## src/rtl/pc_seq_pkg.sv

```systemverilog
// Shared constants and the next-PC source encoding for the program-counter sequencer.
package pc_seq_pkg;

  localparam logic [31:0] RESET_VECTOR_DEF = 32'h0000_0000;
  localparam logic [31:0] EXC_VECTOR_DEF   = 32'h8000_0180;
  localparam int          INSTR_BYTES      = 4;

  typedef enum logic [2:0] {
    SEL_SEQ,
    SEL_BR,
    SEL_J,
    SEL_JR,
    SEL_HOLD,
    SEL_EXC,
    SEL_ERET
  } pc_sel_e;

endpackage

```

## src/rtl/pc_ras.sv

```systemverilog
// Return-address stack: circular buffer with top pointer and occupancy count.
// A push onto a full stack overwrites the oldest entry and sets a sticky flag.
module pc_ras #(
  parameter int XLEN      = 32,
  parameter int RAS_DEPTH = 4
) (
  input  logic            clk,
  input  logic            rst,
  input  logic            push_i,
  input  logic            pop_i,
  input  logic            repl_i,
  input  logic [XLEN-1:0] data_i,
  output logic [XLEN-1:0] top_o,
  output logic            empty_o,
  output logic            ovf_o
);

  localparam int PW = $clog2(RAS_DEPTH);
  localparam int CW = PW + 1;

  logic [PW-1:0]   ptr_q, ptr_d;
  logic [CW-1:0]   cnt_q, cnt_d;
  logic            ovf_q, ovf_d;
  logic [XLEN-1:0] mem_q [RAS_DEPTH];
  logic            wr_en;
  logic [PW-1:0]   wr_idx;
  logic            empty, full;

  assign empty   = (cnt_q == '0);
  assign full    = (cnt_q == CW'(RAS_DEPTH));
  assign empty_o = empty;
  assign ovf_o   = ovf_q;
  assign top_o   = empty ? '0 : mem_q[ptr_q];

  // Next pointer/count/flag and the single write port for push or replace.
  always_comb begin
    ptr_d  = ptr_q;
    cnt_d  = cnt_q;
    ovf_d  = ovf_q;
    wr_en  = 1'b0;
    wr_idx = ptr_q;
    // Replacing the top of an empty stack degenerates to a push.
    if (push_i || (repl_i && empty)) begin
      ptr_d  = ptr_q + PW'(1);
      wr_en  = 1'b1;
      wr_idx = ptr_q + PW'(1);
      if (full) ovf_d = 1'b1;
      else      cnt_d = cnt_q + CW'(1);
    end else if (repl_i) begin
      wr_en  = 1'b1;
      wr_idx = ptr_q;
    end else if (pop_i && !empty) begin
      ptr_d = ptr_q - PW'(1);
      cnt_d = cnt_q - CW'(1);
    end
  end

  // Control state: pointer, count and sticky overflow.
  always_ff @(posedge clk or posedge rst) begin
    if (rst) begin
      ptr_q <= '0;
      cnt_q <= '0;
      ovf_q <= 1'b0;
    end else begin
      ptr_q <= ptr_d;
      cnt_q <= cnt_d;
      ovf_q <= ovf_d;
    end
  end

  // Entry storage; contents are only observable through a non-zero count.
  always_ff @(posedge clk) begin
    if (wr_en) mem_q[wr_idx] <= data_i;
  end

endmodule

```

## src/rtl/pc_seq.sv

```systemverilog
// Program-counter sequencer: fetch address, exception PC and return-address stack.
module pc_seq
  import pc_seq_pkg::*;
#(
  parameter int              XLEN         = 32,
  parameter logic [XLEN-1:0] RESET_VECTOR = XLEN'(RESET_VECTOR_DEF),
  parameter logic [XLEN-1:0] EXC_VECTOR   = XLEN'(EXC_VECTOR_DEF),
  parameter int              RAS_DEPTH    = 4
) (
  input  logic            clk,
  input  logic            reset,
  input  logic            stall,
  input  logic            branch,
  input  logic [15:0]     imm,
  input  logic            jump,
  input  logic [25:0]     target,
  input  logic            jr,
  input  logic [XLEN-1:0] rs_val,
  input  logic            link,
  input  logic            exc,
  input  logic            eret,
  output logic [XLEN-1:0] pc,
  output logic [XLEN-1:0] pc_plus4,
  output logic [XLEN-1:0] epc,
  output logic [XLEN-1:0] ras_top,
  output logic            ras_empty,
  output logic            ras_ovf,
  output logic            addr_err
);

  logic [XLEN-1:0]        pc_q, pc_d;
  logic [XLEN-1:0]        epc_q, epc_d;
  logic                   aerr_q, aerr_d;
  pc_sel_e                sel;
  logic [XLEN-1:0]        j_addr;
  logic signed [XLEN-1:0] br_off;
  logic                   ras_push, ras_pop, ras_repl;

  assign pc       = pc_q;
  assign epc      = epc_q;
  assign addr_err = aerr_q;
  assign pc_plus4 = pc_q + XLEN'(INSTR_BYTES);
  assign br_off   = {{(XLEN-18){imm[15]}}, imm, 2'b00};

  // Pseudo-direct jumps keep the region bits above bit 27 of the next PC.
  if (XLEN > 28) begin : g_jhi
    assign j_addr = {pc_plus4[XLEN-1:28], target, 2'b00};
  end else begin : g_jlo
    assign j_addr = {target, 2'b00};
  end

  // Priority select of the next PC plus the RAS/EPC side effects of the winner.
  always_comb begin
    sel      = SEL_SEQ;
    pc_d     = pc_plus4;
    epc_d    = epc_q;
    aerr_d   = 1'b0;
    ras_push = 1'b0;
    ras_pop  = 1'b0;
    ras_repl = 1'b0;
    if (exc) begin
      sel   = SEL_EXC;
      pc_d  = EXC_VECTOR;
      epc_d = pc_q;
    end else if (eret) begin
      sel  = SEL_ERET;
      pc_d = epc_q;
    end else if (stall) begin
      sel  = SEL_HOLD;
      pc_d = pc_q;
    end else if (jr) begin
      sel      = SEL_JR;
      pc_d     = {rs_val[XLEN-1:2], 2'b00};
      aerr_d   = (rs_val[1:0] != 2'b00);
      ras_repl = link;
      ras_pop  = !link;
    end else if (jump) begin
      sel      = SEL_J;
      pc_d     = j_addr;
      ras_push = link;
    end else if (branch) begin
      sel  = SEL_BR;
      pc_d = pc_plus4 + $unsigned(br_off);
    end
  end

  // Architectural registers with asynchronous reset.
  always_ff @(posedge clk or posedge reset) begin
    if (reset) begin
      pc_q   <= RESET_VECTOR;
      epc_q  <= '0;
      aerr_q <= 1'b0;
    end else begin
      pc_q   <= pc_d;
      epc_q  <= epc_d;
      aerr_q <= aerr_d;
    end
  end

  pc_ras #(
    .XLEN      (XLEN),
    .RAS_DEPTH (RAS_DEPTH)
  ) u_ras (
    .clk     (clk),
    .rst     (reset),
    .push_i  (ras_push),
    .pop_i   (ras_pop),
    .repl_i  (ras_repl),
    .data_i  (pc_plus4),
    .top_o   (ras_top),
    .empty_o (ras_empty),
    .ovf_o   (ras_ovf)
  );

endmodule

```

## config.mk

```make
export PLATFORM = sky130hd
export DESIGN_NAME = pc_seq
export DESIGN_NICKNAME = d
export VERILOG_FILES = /design/src/rtl/pc_seq_pkg.sv /design/src/rtl/pc_ras.sv /design/src/rtl/pc_seq.sv
export SDC_FILE = /design/constraint.sdc
export NUM_CORES = 1
export LEC_CHECK = 0
export CAP_MARGIN = 20
export CORE_MARGIN = 1.5
export CORE_UTILIZATION = 52
export CTS_BUF_LIST = sky130_fd_sc_hd__clkbuf_4 sky130_fd_sc_hd__clkbuf_8 sky130_fd_sc_hd__clkbuf_16
export CTS_CLUSTER_SIZE = 14
export DETAILED_ROUTE_END_ITERATION = 8
export GPL_ROUTABILITY_DRIVEN = 0
export HOLD_SLACK_MARGIN = 0.02
export PLACE_DENSITY = 0.8
export SETUP_SLACK_MARGIN = 0.5
export SYNTH_ARGS = -nofsm -noshare
export SYNTH_HDL_FRONTEND = slang
export SYNTH_SLANG_ARGS = --single-unit
```

## constraint.sdc

```tcl
create_clock -name clk -period 9.1 [get_ports clk]
set_clock_uncertainty 0.05 [all_clocks]
set_input_delay 0.91 -clock clk [delete_from_list [all_inputs] [get_ports clk]]
set_output_delay 0.91 -clock clk [all_outputs]
set_load 0.02 [all_outputs]
```

==> impl_results.md, run 1 <==
- Core ar.: 20,200 um^2
- Number of library cell types mapped by synthesis: 65
- Die height: 147 um
- Sequential share of the synthesized area: 52.4%
- Max-slew violations: 0
- Initial Util: 53.0%
- First-pass GRT wire length: 45,000 um
- Worst-Margin Slew: 0.942 ns
- ANT cells: 0
- Slowest Stage Delay on Critical Path: 0.63 ns
- Syn_nets: 1,040
- Synth Flop Type: edfxtp_1
- Met1 Wirelength: 12,400 um
- DR WL met3: 2710 um
- DR vias: 8,400
- Crit path cell chain: ha_1, nand3_1, nor2_1, and3_1, nand3_1, xnor2_1, ha_1, a21o_1, a21o_1, a211oi_1, o21ai_0, a21oi_1, o21ai_1, a221oi_1, xor2_1, o211ai_1, o311ai_1
- Worst-path maximum fanout: 8
- Avg Cell Area, Syn: 11.7 um^2
- # IOs: 214
- Fin area: 13,700 um^2
- CTS tree: built
- Critical path data required time: 9.34 ns
- Leakage: 5.29 nW
- Routed length per instance: 20.8 um
- Setup Crit Path Kind: flip-flop to flip-flop
- Worst IR Drop VDD: 149 uV
- Fin crit period: 4.74 ns
- CP startpoint kind: flip-flop
- Global route overflow: 0
- Pre-antenna DRT Iters: 5
- Max clock buf depth: 2
- Power share of the combinational group: 35.7%
- Clock sink count: 199
- Most common cell in the netlist: edfxtp_1
- Vias in the first global route: 8,098
- Clock slew at the register clock pins of the worst setup and hold paths: 0.08 ns
- Status: completed
- Clock power frac: 26.0%
- Iter 0 DRT Violations: 635
- Synthesized flop and latch total: 199
- DRC: 0
- # Post-CTS Setup Buffers: 0
- Mapped Area: 10,700 um^2
- Max_cap viols: 0
- Mapped Cells: 918
- Cell taking the most area after synthesis: edfxtp_1
- Setup TNS: 0 ns
- Worst r2r path cells: 17
- # H-tree levels: 4
- Sw power: 946 uW
- Met2 wire len: 13,300 um
- Unrepaired setup endpoints after global routing: false
- Worst R2R End: pc[31]
- Reg power frac: 38.3%
- Clk Latency, worst-skew pair: 0.44 ns
- Worst setup EP type: flip-flop
- Antenna violations before repair: 0
- Post-route ant nets: 0
- Flop-to-flop setup slack: 4.36 ns
- EDFF count, synth: 128
- Input/output buffers: 213
- Sw Share: 33.3%
- Clk root buf: clkbuf_16
- Layout cells sized above 1: 11.4%
- Min-Delay Path Depth: 1
- PD cells: 207 nW/um^2
- CTS Hold Bufs: 0
- # resized after CTS: 0
- Row count: 52
- Vias/cell: 6.01
- Final Setup Violations: 0
- Largest net degree at the start of global routing: 72
- P_int: 1.89 mW
- Hpwl dp: 20,500 um
- Synth Warn #: 0
- Post-synth top area share: 35.8%
- Synth async-reset ratio: 35.7%
- Min-delay worst type: flip-flop to flip-flop
- CTS Buf Count: 17
- Fmax: 211 MHz
- Max-slew headroom: 37.2%
- Final hold vios: 0
- Largest cells by area after synthesis: edfxtp_1, dfrtp_1, mux4_2, ha_1, mux2_2
- Global Route Usage Sum: 27.2%
- Min-Delay Endpoint: u_ras.ovf_o
- DIE AREA: 21,500 um^2
- Top routing layer used: met4
- Origin of the critical flop-to-flop path: pc[2]
- Critical path's slowest cell: xnor2_1
- Area Growth Syn to Fin: 27.8%
- Synth top cells by count: edfxtp_1, dfrtp_1, nand2_1
- Routed WL: 29,100 um
- Crit share post-route: 52.1%
- Placed Area: 13,100 um^2
- CP arrival: 4.98 ns
- Final nets: 1,236
- Die span in x: 147 um
- Worst hold start: u_ras.ovf_o
-- power by group through the flow --
stage               Clock, mW  Sequential [mW]  Combinational (mW)
floorplan                   0             1.09               0.610
global placement            0             1.13               0.970
detailed placement          0             1.10                1.01
CTS                     0.747             1.09                1.02
global route            0.781             1.10                1.08
finish                  0.739             1.09                1.01
-- cell type report --
cell class                 count  area [um^2]
multi-input combinational    645         4840
fill                        1473         6520
clock inverter                14          140
timing repair buffer         229         2260
sequential                   199         5620
clock buffer                  18          433
tap                          270          338
inverter                      22         82.6
-- routing by layer --
metal / track usage, % / vias to the layer above
met2: 42.1 / 429
met4: 8.79 / 0
met3: 5.66 / 45
met1: 38.5 / 4075
li1: - / 3851
met5: 0 / -
-- critical path, delay by kind of cell (launching register included) --
kind	cells	cell delay, ns
compound gates	9	1.75
xor+xnor	2	0.79
fa+ha+maj	2	0.67
flops	1	0.47
simple gates	4	0.86
-- worst max-delay path by stage --
stage / slack [ns] / start / cells past startpoint / to
after floorplan: 4.06 / jr / 7 / u_ras.mem_q[1][0]
after global placement: 4.23 / jump / 10 / u_ras.mem_q[1][8]
after detailed placement: 4.15 / jump / 10 / u_ras.mem_q[1][0]
after CTS: 4.39 / pc[2] / 17 / pc[31]
after global routing: 3.98 / pc[2] / 17 / pc[31]
final: 4.36 / pc[2] / 17 / pc[31]
-- layout by cell type, fill, tap and decap left out, drive strengths merged, types with 5 or more instances in the layout --
cell,count
a21oi,67
a22oi,8
a211oi,15
a221oi,5
o211ai,9
nand2b,6
a21o,10
nand4,10
inv,26
o31ai,7
mux2i,5
clkbuf,18
clkinv,9
mux4,32
clkdlybuf4s50,212
nor3,12
o21ai,46
xnor2,29
and3,24
o221ai,7
o311ai,5
buf,17
and2,6
edfxtp,128
o22ai,10
nand3,27
nand2,69
nor2b,36
xor2,22
dfrtp,71
nor2,66
mux2,32
ha,37
-- cell families after synthesis --
| family | share of synthesized area (%) |
|---|---|
| AO/OA/AOI/OAI | 13.7 |
| buffers and inverters | 2.67 |
| multiplexers | 10.5 |
| XOR/XNOR | 4.16 |
| flip-flops | 52.4 |
| adder cells (fa/ha/maj) | 4.69 |
| AND/OR/NAND/NOR | 11.9 |
-- sequential cells by signal, indices dropped and copies added (netlist names) --
| register | flops |
|---|---|
| u_ras.cnt_q | 3 |
| u_ras.ptr_q | 2 |
| addr_err | 1 |
| u_ras.ovf_o | 1 |
| epc | 32 |
| pc | 32 |
| u_ras.mem_q | 128 |
-- through the flow --
step	instances	hold WS [ns]	total power, mW	setup slack (ns)	utilization, %
5_1_grt	1397	0.490	2.96	3.98	67.8
4_1_cts	1397	0.453	2.85	4.39	67.8
6_report	1397	0.453	2.84	4.36	67.8
3_3_place_gp	1364	0.442	2.10	4.23	64.9
2_1_floorplan	918	0.438	1.70	4.06	-
3_5_place_dp	1365	0.438	2.12	4.15	65.0
Power figures use the tool's default switching activity.
==> run 2: changes to the inputs <==
==> constraint.sdc (replaced) <==
create_clock -name clk -period 4.4 [get_ports clk]
set_clock_uncertainty 0.05 [all_clocks]
set_input_delay 0.44 -clock clk [delete_from_list [all_inputs] [get_ports clk]]
set_output_delay 0.44 -clock clk [all_outputs]
set_load 0.02 [all_outputs]
==> run 2 against run 1 <==
Against the previous run:
- combinational power grew 120%
- via count grew 4.9%
- die area is the same
- first-iteration DRC count grew 9.1%
- sequential share of layout area shrank 1.8 points
- critical endpoint unchanged
- final area grew 4.8%
- flip-flop and latch count is the same
- critical path type unchanged
- sequential power grew 110%
==> impl_results.md, run 2 (synthesis results as in run 1) <==
- Post-route ant nets: 0
- Most common cell after layout, fill and taps aside: clkdlybuf4s50_1
- Vias/cell: 6.12
- Hpwl dp: 22,000 um
- Most frequent CP cell: a21o_1
- CTS tree: built
- Fmax: 265 MHz
- Power share of the combinational group: 36.2%
- Antenna violations before repair: 1
- Critical path's slowest cell: dfrtp_2
- Input/output buffers: 213
- Finished Layout Cells: 1,440
- Slowest Stage Delay on Critical Path: 0.46 ns
- WHS: 0.369 ns
- Max-slew violations: 0
- Fin crit period: 3.78 ns
- Worst-path maximum fanout: 8
- Worst-Margin Slew: 1.04 ns
- # IOs: 214
- Final nets: 1,278
- First-pass GRT wire length: 48,100 um
- PD cells: 419 nW/um^2
- CTS Hold Bufs: 0
- CP arrival: 4.03 ns
- Most frequent cells in the layout: clkdlybuf4s50_1, edfxtp_1, nand2_1
- DIE AREA: 21,500 um^2
- Global Route Usage Sum: 29.5%
- Reg power frac: 37.9%
- Initial Util: 53.0%
- Die height: 147 um
- Max clock buf depth: 2
- Row count: 52
- Crit share post-route: 85.9%
- P_int: 3.97 mW
- CTS Buf Count: 17
- Core ar.: 20,200 um^2
- Iter 0 DRT Violations: 693
- DR vias: 8,813
- Worst IR Drop VDD: 280 uV
- Routed WL: 31,500 um
- Clk Latency, worst-skew pair: 0.45 ns
- Setup TNS: 0 ns
- Max_cap viols: 0
- Sw Share: 34.1%
- # H-tree levels: 4
- Most flops, register: u_ras.mem_q
- Final hold vios: 0
- Status: completed
- Layout cells sized above 1: 18.9%
- Sw power: 2.05 mW
- FILL cells: 1,360
- Max-slew headroom: 30.9%
- Largest net degree at the start of global routing: 58
- Worst slack, placed: 0.270 ns
- DRC: 0
- Leakage: 5.58 nW
- Worst setup EP type: flip-flop
- Clock power frac: 25.9%
- Final Setup Violations: 0
- Setup Crit Path Kind: flip-flop to flip-flop
- Pre-antenna DRT Iters: 7
- Critical path data required time: 4.65 ns
- Vias in the first global route: 8,521
- Fin worst setup slack: 0.621 ns
- Routed length per instance: 21.9 um
- Placed cell count: 1,396
- Crit path cell chain: and4_1, and3_1, and3_2, nand3_2, xnor2_4, ha_2, a21o_1, a21o_1, a211oi_1, o21ai_1, a21oi_2, o21ai_2, a221oi_2, xor2_1, o211ai_1, o311ai_1
- Buf/Inv on CP: 0
- Min-delay worst type: input port to async pin
- Area Growth Syn to Fin: 34.0%
- Clock slew at the register clock pins of the worst setup and hold paths: 0.08 ns
- Cell family with most CP delay: compound AO/OA/AOI/OAI gates
- CP startpoint kind: flip-flop
- Clock sink count: 199
- Unrepaired setup endpoints after global routing: true
- Max reg flops: 128
- Die span in x: 147 um
- Clk root buf: clkbuf_16
- Global route overflow: 0
run 2: changes by cell type in the layout (fill, tap and decap cells not counted), sizes merged:
| cell | before | now |
|---|---|---|
| buf | 17 | 59 |
| clkbuf | 18 | 17 |
| clkinv | 9 | 10 |
| clkinvlp | 1 | 0 |
| diode | 0 | 1 |
| inv | 26 | 27 |
run 2: metrics by stage:
step	power (mW)	utilization, %	instance area, um^2
after floorplan	3.52	-	10900
after global placement	4.43	66.8	13500
after detailed placement	4.46	66.8	13500
after CTS	6.02	70.1	14200
after global routing	6.27	71.0	14400
final	6.02	71.0	14400
run 2: area by class of cell:
cell class / instances / area [um^2] / share of cell area [%]
inverters: 22 / 82.6 / 0.575
diodes: 1 / 2.50 / 0.0174
clock inverters: 15 / 170 / 1.18
flip-flops and latches: 199 / 5640 / 39.2
clock buffers: 17 / 425 / 2.96
repair buffers: 271 / 2570 / 17.9
well taps: 270 / 338 / 2.35
multi-input cells: 645 / 5140 / 35.8
run 2: worst reg2reg max path, stage by stage (launching register included):
cell      delay, ns
dfrtp_2        0.46
and4_1         0.27
and3_1         0.21
and3_2         0.26
nand3_2        0.14
xnor2_4        0.19
ha_2           0.34
a21o_1         0.17
a21o_1         0.19
a211oi_1       0.24
o21ai_1        0.13
a21oi_2        0.18
o21ai_2        0.10
a221oi_2       0.26
xor2_1         0.13
o211ai_1       0.19
o311ai_1       0.13
run 2: what timing repair did:
action                                  in CTS  in global routing
buffers inserted                             4                  7
endpoints found under the setup margin       5                  9
gates resized for setup                     12                 32
pin swaps                                    3                 12
run 2: routing by layer:
layer | track usage [%] | share of wire (%) | vias up
met3 | 6.56 | 8.8 | 59
met2 | 47.8 | 48 | 503
met4 | 8.43 | 2.1 | 0
li1 | - | - | 3944
met1 | 40.0 | 41 | 4307
met5 | 0 | 0 | -
run 2: path summary, 6_finish.rpt:
path | startpoint | end | slack, ns | depth (start not counted)
max in group asynchronous | reset | u_ras.ptr_q[0] | 3.13 | 3
min | reset | epc[0] | 0.37 | 2
min in group clk | u_ras.ovf_o | u_ras.ovf_o | 0.47 | 1
min reg2reg | u_ras.ovf_o | u_ras.ovf_o | 0.47 | 1
max reg2reg | pc[16] | pc[31] | 0.62 | 16
max | pc[16] | pc[31] | 0.62 | 16
run 2: power groups by stage:
stage          sequential [mW]  combinational [mW]  clock (mW)
2_1_floorplan             2.26                1.27           0
3_3_place_gp              2.31                2.12           0
3_5_place_dp              2.32                2.15           0
4_1_cts                   2.28                2.17        1.57
5_1_grt                   2.30                2.32        1.65
6_report                  2.28                2.18        1.56
==> run 3: changes to the inputs <==
--- a/config.mk
+++ b/config.mk
@@ -5,7 +5,6 @@
 export SDC_FILE = /design/constraint.sdc
 export NUM_CORES = 1
 export LEC_CHECK = 0
-export CAP_MARGIN = 20
 export CORE_MARGIN = 1.5
 export CORE_UTILIZATION = 52
 export CTS_BUF_LIST = sky130_fd_sc_hd__clkbuf_4 sky130_fd_sc_hd__clkbuf_8 sky130_fd_sc_hd__clkbuf_16
==> constraint.sdc (replaced) <==
create_clock -name clk -period 4.4 [get_ports clk]
set_clock_uncertainty 0.05 [all_clocks]
set_input_delay 0.88 -clock clk [delete_from_list [all_inputs] [get_ports clk]]
set_output_delay 0.88 -clock clk [all_outputs]
set_load 0.02 [all_outputs]
==> run 3 against run 2 <==
Against the previous run:
- clock power is essentially flat
- final cell count is 0.56% higher
- non-clock buffer count is 7 higher
- sequential power is essentially flat
- first-iteration DRC count down 2.2%
- routed wire length up 0.29%
- largest cell class unchanged
==> impl_results.md, run 3 (synthesis results as in run 1) <==
- Setup TNS: 0 ns
- Cell family with most CP delay: simple AND/OR/NAND/NOR gates
- Buf/Inv on CP: 2
- Total power: 6.04 mW
- Fmax: 264 MHz
- Max-slew headroom: 49.8%
- Final Setup Violations: 0
- CTS tree: built
- Power share of the combinational group: 36.7%
- Global route overflow: 0
- CTS Hold Bufs: 0
- Routed WL: 31,600 um
- Row count: 52
- Routed length per instance: 21.8 um
- CTS Buf Count: 17
- DRC: 0
- Sw power: 2.03 mW
- Status: completed
- Area Growth Syn to Fin: 34.6%
- Max reg flops: 128
- WP depth: 8
- Clock power frac: 26.1%
- Crit share post-route: 86.2%
- Vias/cell: 6.04
- Critical path data required time: 3.47 ns
- Placed cell count: 1,395
- Antenna violations before repair: 1
- Worst IR Drop VDD: 310 uV
- Critical path's slowest cell: clkdlybuf4s50_1
- Final hold vios: 0
- Most common cell after layout, fill and taps aside: clkdlybuf4s50_1
- Pre-antenna DRT Iters: 5
- Post-route ant nets: 0
- Reg power frac: 37.2%
- Unrepaired setup endpoints after global routing: true
- Clk root buf: clkbuf_16
- Vias in the first global route: 8,523
- Worst-Margin Slew: 0.753 ns
- Clock slew at the register clock pins of the worst setup and hold paths: 0.08 ns
- Global Route Usage Sum: 29.8%
- Die span in x: 147 um
- DIE AREA: 21,500 um^2
- DR vias: 8,741
- Clock sink count: 199
- Layout cells sized above 1: 19.5%
- Crit path cell chain: nand3_2, nor2_2, and3_4, nor2b_4, nand2_1, xnor2_2, buf_4, clkdlybuf4s50_1
- WHS: 0.469 ns
- Clk Latency, worst-skew pair: 0.45 ns
- Die height: 147 um
- Worst r2r path cells: 17
- # H-tree levels: 4
- CP arrival: 2.86 ns
- Sw Share: 33.6%
- Input/output buffers: 213
- Leakage: 5.68 nW
- Hpwl dp: 21,600 um
- Worst slack, placed: 0.207 ns
- Max_cap viols: 0
- P_int: 4.01 mW
- Max-slew violations: 0
- Fin worst setup slack: 0.606 ns
- Min-Delay Path Depth: 1
- Final nets: 1,285
- Fin crit period: 3.79 ns
- Most frequent cells in the layout: clkdlybuf4s50_1, edfxtp_1, nand2_1
- Initial Util: 53.0%
- Slowest Stage Delay on Critical Path: 0.61 ns
- Core ar.: 20,200 um^2
- Most flops, register: u_ras.mem_q
- First-pass GRT wire length: 48,700 um
- Min-delay worst type: flip-flop to flip-flop
- PD cells: 418 nW/um^2
- Setup Crit Path Kind: flip-flop to output port
- Finished Layout Cells: 1,448
- CP startpoint kind: flip-flop
- Worst setup EP type: output port
- Iter 0 DRT Violations: 678
- Worst-path maximum fanout: 6
- Largest net degree at the start of global routing: 58
- Max clock buf depth: 2
- # IOs: 214
## run 3: cell types whose count changed in the layout (fill, tap and decap cells not counted), sizes merged
cell | before | now
bufinv | 0 | 1
clkinvlp | 0 | 3
clkdlybuf4s50 | 212 | 207
buf | 59 | 66
dlymetal6s2s | 0 | 4
diode | 1 | 2
clkinv | 10 | 6
dlygate4sd2 | 0 | 1
## run 3: metrics by stage
stage / area, um^2 / util [%]
6_report: 14400 / 71.4
5_1_grt: 14400 / 71.3
4_1_cts: 14200 / 70.1
3_5_place_dp: 13500 / 66.8
3_3_place_gp: 13500 / 66.8
2_1_floorplan: 10900 / -
## run 3: final timing paths
kind,startpoint,endpoint,slack [ns]
min,u_ras.ovf_o,u_ras.ovf_o,0.47
max reg2reg,pc[3],pc[29],0.63
min reg2reg,u_ras.ovf_o,u_ras.ovf_o,0.47
max in group asynchronous,reset,u_ras.ptr_q[0],2.79
max,pc[7],pc_plus4[19],0.61
min in group asynchronous,reset,epc[0],0.79
## run 3: repair_timing
action,4_1_cts,5_1_grt
pin swaps,4,5
setup buffers,3,16
endpoints found under the setup margin,13,57
resized for setup,14,40
endpoints found under the hold margin,0,0
## run 3: worst reg2reg max path, stage by stage, from the launching register on
cell	delay, ns
dfrtp_2	0.42
ha_2	0.21
nand3_2	0.13
nor2_4	0.16
nand3_1	0.13
nor2_2	0.20
nand3_2	0.15
xnor2_4	0.24
ha_4	0.26
a21o_1	0.16
a21o_1	0.19
a211oi_1	0.26
o21ai_1	0.12
a21oi_2	0.18
o21ai_2	0.12
and3_1	0.19
o221a_2	0.24
a2111oi_2	0.28
## run 3: layout make-up
type                            instances  area [um^2]
Fill cell                            1386         5800
Timing Repair Buffer                  278         2650
Antenna cell                            2         5.00
Inverter                               22         82.6
Clock inverter                         15          158
Sequential cell                       199         5640
Multi-Input combinational cell        645         5140
Clock buffer                           17          425
Tap cell                              270          338
## run 3: power groups by stage
stage | logic, mW | registers (mW) | clock network [mW]
after global placement | 2.14 | 2.28 | 0
after CTS | 2.19 | 2.25 | 1.59
after floorplan | 1.27 | 2.26 | 0
after detailed placement | 2.17 | 2.29 | 0
final | 2.22 | 2.25 | 1.58
after global routing | 2.36 | 2.27 | 1.66
## run 3: layer usage
metal  part of all wire [%]  wire, um  GRT usage, %  vias up
met5                      0         0             0        -
met4                    2.6       826          10.2        0
met3                    8.7      2730          6.38       62
met2                     47     14700          46.1      497
met1                     42     13300          42.0     4232
li1                       -         -             -     3950
